$ cat src/rtl/barrel_dispatcher_pkg.sv
// Shared definitions for the barrel dispatcher slice: barrel and dispatcher state encodings.
// Latency: none (types and constants only).
// Backpressure: none.
package barrel_dispatcher_pkg;

    // Default number of barrel slots in the bank.
    localparam int SLOT_NUM_DEFAULT = 16;

    // Per-barrel life cycle as reported by the barrel instances.
    typedef enum logic [1:0] {
        BARREL_INITIAL = 2'b00,
        BARREL_ROLLING = 2'b01,
        BARREL_FALLING = 2'b10
    } barrel_state_e;

    // Dispatcher FSM: waiting for a drop, or holding a start until the slot acknowledges.
    typedef enum logic {
        IDLE  = 1'b0,
        GRANT = 1'b1
    } disp_state_e;

endpackage

$ cat src/rtl/barrel_dispatcher_rr_free_finder.sv
// Round-robin free-slot search: first idle slot at or after rr_ptr, wrapping modulo SLOT_NUM.
// Latency: purely combinational.
// Backpressure: none; found_o low means every slot is busy.
module barrel_dispatcher_rr_free_finder #(
    parameter int SLOT_NUM = 16,
    parameter int IDX_W    = 4
) (
    input  logic [SLOT_NUM-1:0] slot_busy_i,
    input  logic [IDX_W-1:0]    rr_ptr_i,
    output logic                found_o,
    output logic [IDX_W-1:0]    idx_o
);

    // Scan from the farthest offset down so the nearest free slot is the one that sticks.
    always_comb begin
        int            j;
        logic [IDX_W-1:0] jj;
        found_o = 1'b0;
        idx_o   = '0;
        j       = 0;
        jj      = '0;
        for (int k = SLOT_NUM - 1; k >= 0; k--) begin
            j = int'(rr_ptr_i) + k;
            if (j >= SLOT_NUM) begin
                j = j - SLOT_NUM;
            end
            jj = IDX_W'(j);
            if (!slot_busy_i[jj]) begin
                found_o = 1'b1;
                idx_o   = jj;
            end
        end
    end

endmodule

$ cat src/rtl/barrel_dispatcher.sv
// Dispatches kong drop events to free barrel slots round-robin, holding a one-hot start until busy.
// Latency: drop edge -> pending at that edge; start one edge later if a slot is free.
// Backpressure: one-deep pending; extra edges are dropped (counted when BARREL_DISPATCH_STATS_EN).
module barrel_dispatcher
    import barrel_dispatcher_pkg::*;
#(
    parameter int SLOT_NUM    = SLOT_NUM_DEFAULT,
    parameter int IDX_W       = 4,
    parameter int ACK_TIMEOUT = 1048576,
    parameter int TO_W        = 21
) (
    input  logic                clk,
    input  logic                rst,
    input  logic                enable,
    input  logic                drop_req,
    input  logic [SLOT_NUM-1:0] slot_busy,
    output logic [SLOT_NUM-1:0] slot_start,
    output logic [IDX_W-1:0]    grant_idx,
    output logic [7:0]          drop_count,
    output logic                full,
    output logic [IDX_W:0]      active_count,
    output logic [7:0]          lost_count
);

    localparam logic [TO_W-1:0]  TO_LAST  = TO_W'(ACK_TIMEOUT - 1);
    localparam logic [IDX_W-1:0] IDX_LAST = IDX_W'(SLOT_NUM - 1);

    disp_state_e         state_q;
    logic                pending_q, pending_d;
    logic                drop_prev_q;
    logic [IDX_W-1:0]    rr_ptr_q;
    logic [TO_W-1:0]     to_q;
    logic [SLOT_NUM-1:0] slot_start_q;
    logic [IDX_W-1:0]    grant_idx_q;
    logic [7:0]          drop_count_q;
    logic                full_q;

    logic                rise;
    logic                found;
    logic [IDX_W-1:0]    free_idx;
    logic                consume;
    logic                acked;
    logic [IDX_W-1:0]    ptr_after;

    barrel_dispatcher_rr_free_finder #(
        .SLOT_NUM (SLOT_NUM),
        .IDX_W    (IDX_W)
    ) u_finder (
        .slot_busy_i (slot_busy),
        .rr_ptr_i    (rr_ptr_q),
        .found_o     (found),
        .idx_o       (free_idx)
    );

    // Edge detect, consume/ack decode and the pending flag's next value.
    always_comb begin
        rise      = drop_req & ~drop_prev_q;
        consume   = enable && (state_q == IDLE) && pending_q && found;
        acked     = slot_busy[grant_idx_q];
        ptr_after = (grant_idx_q == IDX_LAST) ? '0 : grant_idx_q + 1'b1;
        pending_d = pending_q;
        if (!enable) begin
            pending_d = 1'b0;
        end else if (rise) begin
            // A fresh edge re-arms even while the old request is being consumed.
            pending_d = 1'b1;
        end else if (consume) begin
            pending_d = 1'b0;
        end
    end

    // Pending latch and drop_req history.
    always_ff @(posedge clk or posedge rst) begin
        if (rst) begin
            pending_q   <= 1'b0;
            drop_prev_q <= 1'b0;
        end else begin
            pending_q   <= pending_d;
            drop_prev_q <= drop_req;
        end
    end

    // Grant FSM with registered start, index, round-robin pointer and grant counter.
    always_ff @(posedge clk or posedge rst) begin
        if (rst) begin
            state_q      <= IDLE;
            slot_start_q <= '0;
            grant_idx_q  <= '0;
            rr_ptr_q     <= '0;
            to_q         <= '0;
            drop_count_q <= '0;
        end else if (!enable) begin
            state_q      <= IDLE;
            slot_start_q <= '0;
        end else begin
            case (state_q)
                IDLE: begin
                    if (pending_q && found) begin
                        slot_start_q <= SLOT_NUM'(1) << free_idx;
                        grant_idx_q  <= free_idx;
                        to_q         <= '0;
                        state_q      <= GRANT;
                    end
                end
                GRANT: begin
                    if (acked) begin
                        slot_start_q <= '0;
                        drop_count_q <= drop_count_q + 8'd1;
                        rr_ptr_q     <= ptr_after;
                        state_q      <= IDLE;
                    end else if (to_q == TO_LAST) begin
                        // Slot never came out of its initial state; abandon it and move on.
                        slot_start_q <= '0;
                        rr_ptr_q     <= ptr_after;
                        state_q      <= IDLE;
                    end else begin
                        to_q <= to_q + 1'b1;
                    end
                end
                default: begin
                    state_q      <= IDLE;
                    slot_start_q <= '0;
                end
            endcase
        end
    end

    // All-busy flag, registered one cycle behind slot_busy.
    always_ff @(posedge clk or posedge rst) begin
        if (rst) begin
            full_q <= 1'b0;
        end else begin
            full_q <= &slot_busy;
        end
    end

    assign slot_start = slot_start_q;
    assign grant_idx  = grant_idx_q;
    assign drop_count = drop_count_q;
    assign full       = full_q;

`ifdef BARREL_DISPATCH_STATS_EN
    logic [IDX_W:0] active_q, active_d;
    logic [7:0]     lost_q;
    logic           lost_evt;

    // Popcount of busy slots and detection of edges that find pending already occupied.
    always_comb begin
        active_d = '0;
        for (int i = 0; i < SLOT_NUM; i++) begin
            active_d = active_d + (IDX_W+1)'(slot_busy[i]);
        end
        lost_evt = enable && rise && pending_q && !consume;
    end

    // Statistics registers; lost count saturates at 255.
    always_ff @(posedge clk or posedge rst) begin
        if (rst) begin
            active_q <= '0;
            lost_q   <= '0;
        end else begin
            active_q <= active_d;
            if (lost_evt && (lost_q != 8'hFF)) begin
                lost_q <= lost_q + 8'd1;
            end
        end
    end

    assign active_count = active_q;
    assign lost_count   = lost_q;
`else
    assign active_count = '0;
    assign lost_count   = '0;
`endif

endmodule

$ cat config.mk
export PLATFORM = sky130hd
export DESIGN_NAME = barrel_dispatcher
export DESIGN_NICKNAME = d
export VERILOG_FILES = /design/src/rtl/barrel_dispatcher_pkg.sv /design/src/rtl/barrel_dispatcher_rr_free_finder.sv /design/src/rtl/barrel_dispatcher.sv
export SDC_FILE = /design/constraint.sdc
export NUM_CORES = 1
export LEC_CHECK = 0
export CAP_MARGIN = 20
export CORE_ASPECT_RATIO = 0.6
export CORE_MARGIN = 4
export CORE_UTILIZATION = 57
export DETAILED_ROUTE_END_ITERATION = 10
export GPL_TIMING_DRIVEN = 0
export PLACE_DENSITY = 0.77
export SLEW_MARGIN = 5
export SYNTH_ARGS = -nofsm -noshare
export SYNTH_HDL_FRONTEND = slang
export SYNTH_SLANG_ARGS = --single-unit
$ cat constraint.sdc
create_clock -name clk -period 4.9 [get_ports clk]
set_input_delay 0.49 -clock clk [delete_from_list [all_inputs] [get_ports clk]]
set_output_delay 0.49 -clock clk [all_outputs]
set_load 0.02 [all_outputs]
==> metrics <==
Worst Slack Setup Final=0.1603 ns; DPL Wire Length=11.97 mm; vias in the first global route=about 4600; Place WS=-0.5223 ns; Rows=26; via count=4820; largest family of logic cells by synthesized area=multiplexers; Max Root-Sink Buffers=2; layout cell share with drive strength beyond 1=22.48%; IO buf count=between 40 and 50; adder-cell share of the synthesized area=2.423%; mux contribution to synthesized area=24.52%; CTS sink cnt=57; final critical-path share of the clock period=96.73%; clk root buf=clkbuf_16; Die ar.=approximately 11000 µm²; status=completed; Max-Cap Viols=0; min cycle time layout=~4.7 ns; drt drc=0; Multi-input gate area=3523 µm²; FFs w/ async S/R, synth=between 90% and 100%; worst-margin pin slew=roughly 0.80 ns; compound-gate portion of the synthesized area=between 10% and 20%; Overall Global Routing Usage=31.23%; first-pass GRT wire length=between 20 and 30 mm; Synthesis Warnings=0; Fillers=629; Mean Syn Cell Area=9.892 µm²; cts hold-fix bufs=0; ant diodes=0; crit start category=register; Hold WC Path Type=register to register; htree depth=3; Top Ports=62; Final setup viols=0; clk_lat worst skew=0.33 ns; Max-slew headroom=~45%; Core ar.=8653 µm²; synth unique cells=75; gr ovfl total=0; EDFF count, synth=0; Die Width=130.9 µm; WP data arrival=around 5.0 ns; Layout Nets=630; required time of the critical path=5.11 ns; pin count of the biggest net entering global routing=34; chip height=81.73 µm; Fin Setup TNS=0 ns; initial antenna violation count=0; sequential share of the synthesized area=27.62%; Area Overhead vs Synth=21.30%; CTS tree=yes; DR pass1 iterations=5; Fin Clk Skew=0.004876 ns; Post-Syn Area=a little over 5000 µm²; critical-path maximum fanout=10; Seq. cell area=1426 µm²; Hold Slack=around 0.47 ns; clk slew on worst S/H paths=0.05 ns; mean routed wirelength per cell=approximately 22 µm; CTS Buf Count=9; critical path capture point type=register; vias per cell=just under 7; ANT nets after route=0; register bit count reported by yosys=57; Pins Over Slew Limit=0; final WL=15.99 mm; maximum clock frequency=211.0 MHz; crit path kind=register to register; initial core utilization=59.67%; Synth Instances=522; Post-Synth XOR/XNOR Area=between 7 and 8%; first-iteration detailed-routing DRC count=558; top_reg_cell synth=dfrtp_1; Util after Layout=between 70 and 80%; Final Hold Fails=0; Synth Area in Simple Gates=17.59%; GP Congestion=1.004
cells in the mapped netlist, drive strengths merged (3+ instances only):
cell type  count  area (µm²)
ha            10       125.1
or2            3       18.77
mux2          18       202.7
nand2b         4       25.02
a21oi         10       53.80
xor2          24       229.0
nand4         13       87.58
a31oi          4       25.02
buf           29       202.7
o311a          3       30.03
and2          11       70.07
a21boi         5       37.53
and4           6       52.55
nor2          44       167.7
a2111oi        6       52.55
dfrtp         57        1426
nor4           3       40.04
a211oi         5       42.54
a221oi         3       32.53
clkbuf         8       30.03
nand3         15       75.07
and3           9       56.30
inv           13       48.80
nand2         54       202.7
mux2i         27       297.8
xnor2         15       153.9
o31ai          4       30.03
a211o          5       43.79
o211ai         4       30.03
a22o          10       87.58
o21ai         28       140.1
nor3           7       35.03
mux4          34       765.7
timing repair:
| action | in CTS | in global routing |
|---|---|---|
| gates cloned | 0 | 0 |
| buffers inserted | 4 | 3 |
| endpoints found under the hold margin | 0 | 0 |
| resized for setup | 6 | 11 |
| pin swaps | 2 | 1 |
| setup endpoints to repair | 40 | 40 |
placed cells by master (no fill, tap or decap), types with 5 or more instances in the layout:
master | netlist | layout
dfrtp_1 | 57 | 57
nand2_1 | 54 | 54
clkdlybuf4s50_1 | 0 | 48
nor2_1 | 43 | 41
mux4_2 | 34 | 34
buf_4 | 16 | 23
xor2_1 | 23 | 23
mux2i_1 | 22 | 19
mux2_2 | 18 | 18
o21ai_0 | 18 | 18
nand3_1 | 15 | 15
conb_1 | 1 | 13
xnor2_1 | 12 | 12
nand4_1 | 12 | 12
inv_1 | 13 | 11
and2_1 | 10 | 10
a22o_1 | 10 | 10
o21ai_1 | 10 | 10
ha_1 | 10 | 10
a21oi_1 | 9 | 9
and3_1 | 9 | 9
clkbuf_16 | 0 | 9
mux2i_2 | 4 | 7
buf_2 | 9 | 7
nor3_1 | 7 | 7
and4_1 | 6 | 6
clkbuf_1 | 8 | 5
a211o_1 | 5 | 5
a2111oi_0 | 6 | 5
kinds of logic after synthesis:
kind of cell	Yosys count
buf+inv	51
compound gates	106
fa+ha+maj	10
simple gates	179
xor+xnor	39
other cells	1
mux	79
flops	57
flip-flops by register name, summed over array words and instances, names as in the netlist:
signal and count:
full 1, slot_start 16, drop_count 8, rr_ptr_q 4, to_q 21, pending_q 1
drop_prev_q 1, grant_idx 4, state_q 1
metrics by stage:
stage                     cell area (µm²)  cells
after floorplan                      5209    534
after global placement               5829    694
after detailed placement             5849    695
after CTS                            6217    714
after global routing                 6264    717
final                                6264    717
final cells by class:
class                           instances  share of cell area [%]
Multi-Input combinational cell        426                   56.25
Sequential cell                        57                   22.77
Timing Repair Buffer                   56                   8.829
Buffer                                 36                   3.895
Clock buffer                            9                   3.596
Tap cell                              112                   2.237
Clock inverter                          7                   1.518
Inverter                               14                  0.8989
worst paths after layout:
kind	from	endpoint	slack, ns	cells past startpoint
worst max-delay path	rr_ptr_q[1]$_DFFE_PP0P_	slot_start[2]$_DFFE_PP0P_	0.16	16
worst min-delay path	drop_count[7]$_DFFE_PP0P_	drop_count[7]$_DFFE_PP0P_	0.47	1
worst max register to register	rr_ptr_q[1]$_DFFE_PP0P_	slot_start[2]$_DFFE_PP0P_	0.16	16
worst min register to register	drop_count[7]$_DFFE_PP0P_	drop_count[7]$_DFFE_PP0P_	0.47	1
max in group asynchronous	rst	to_q[8]$_DFFE_PP0P_	3.80	3
min in group asynchronous	rst	drop_count[1]$_DFFE_PP0P_	0.53	2
layer usage:
| metal | wire [µm] | GRT usage, % | vias to the layer above | share of wire (%) |
|---|---|---|---|---|
| met5 | 0 | 0 | - | 0 |
| li1 | - | - | 2112 | - |
| met1 | 6985 | 46.34 | 2341 | 44 |
| met2 | 6475 | 43.79 | 344 | 40 |
| met3 | 2359 | 11.83 | 23 | 15 |
| met4 | 168 | 5.955 | 0 | 1.1 |
critical path: stages (launching register included):
cell	delay, ns
dfrtp_1	0.41
clkbuf_4	0.26
buf_4	0.24
buf_6	0.21
clkinvlp_4	0.21
ha_1	0.35
buf_6	0.14
mux4_2	0.60
or4_4	0.46
nand4_2	0.15
nor2_1	0.08
a2111oi_1	0.43
o21ai_1	0.22
a221oi_2	0.41
buf_4	0.18
nor4_4	0.04
a22o_1	0.21
Power is not shown: default switching activity piles up to over one toggle a cycle in this logic, so the estimate is an artifact.
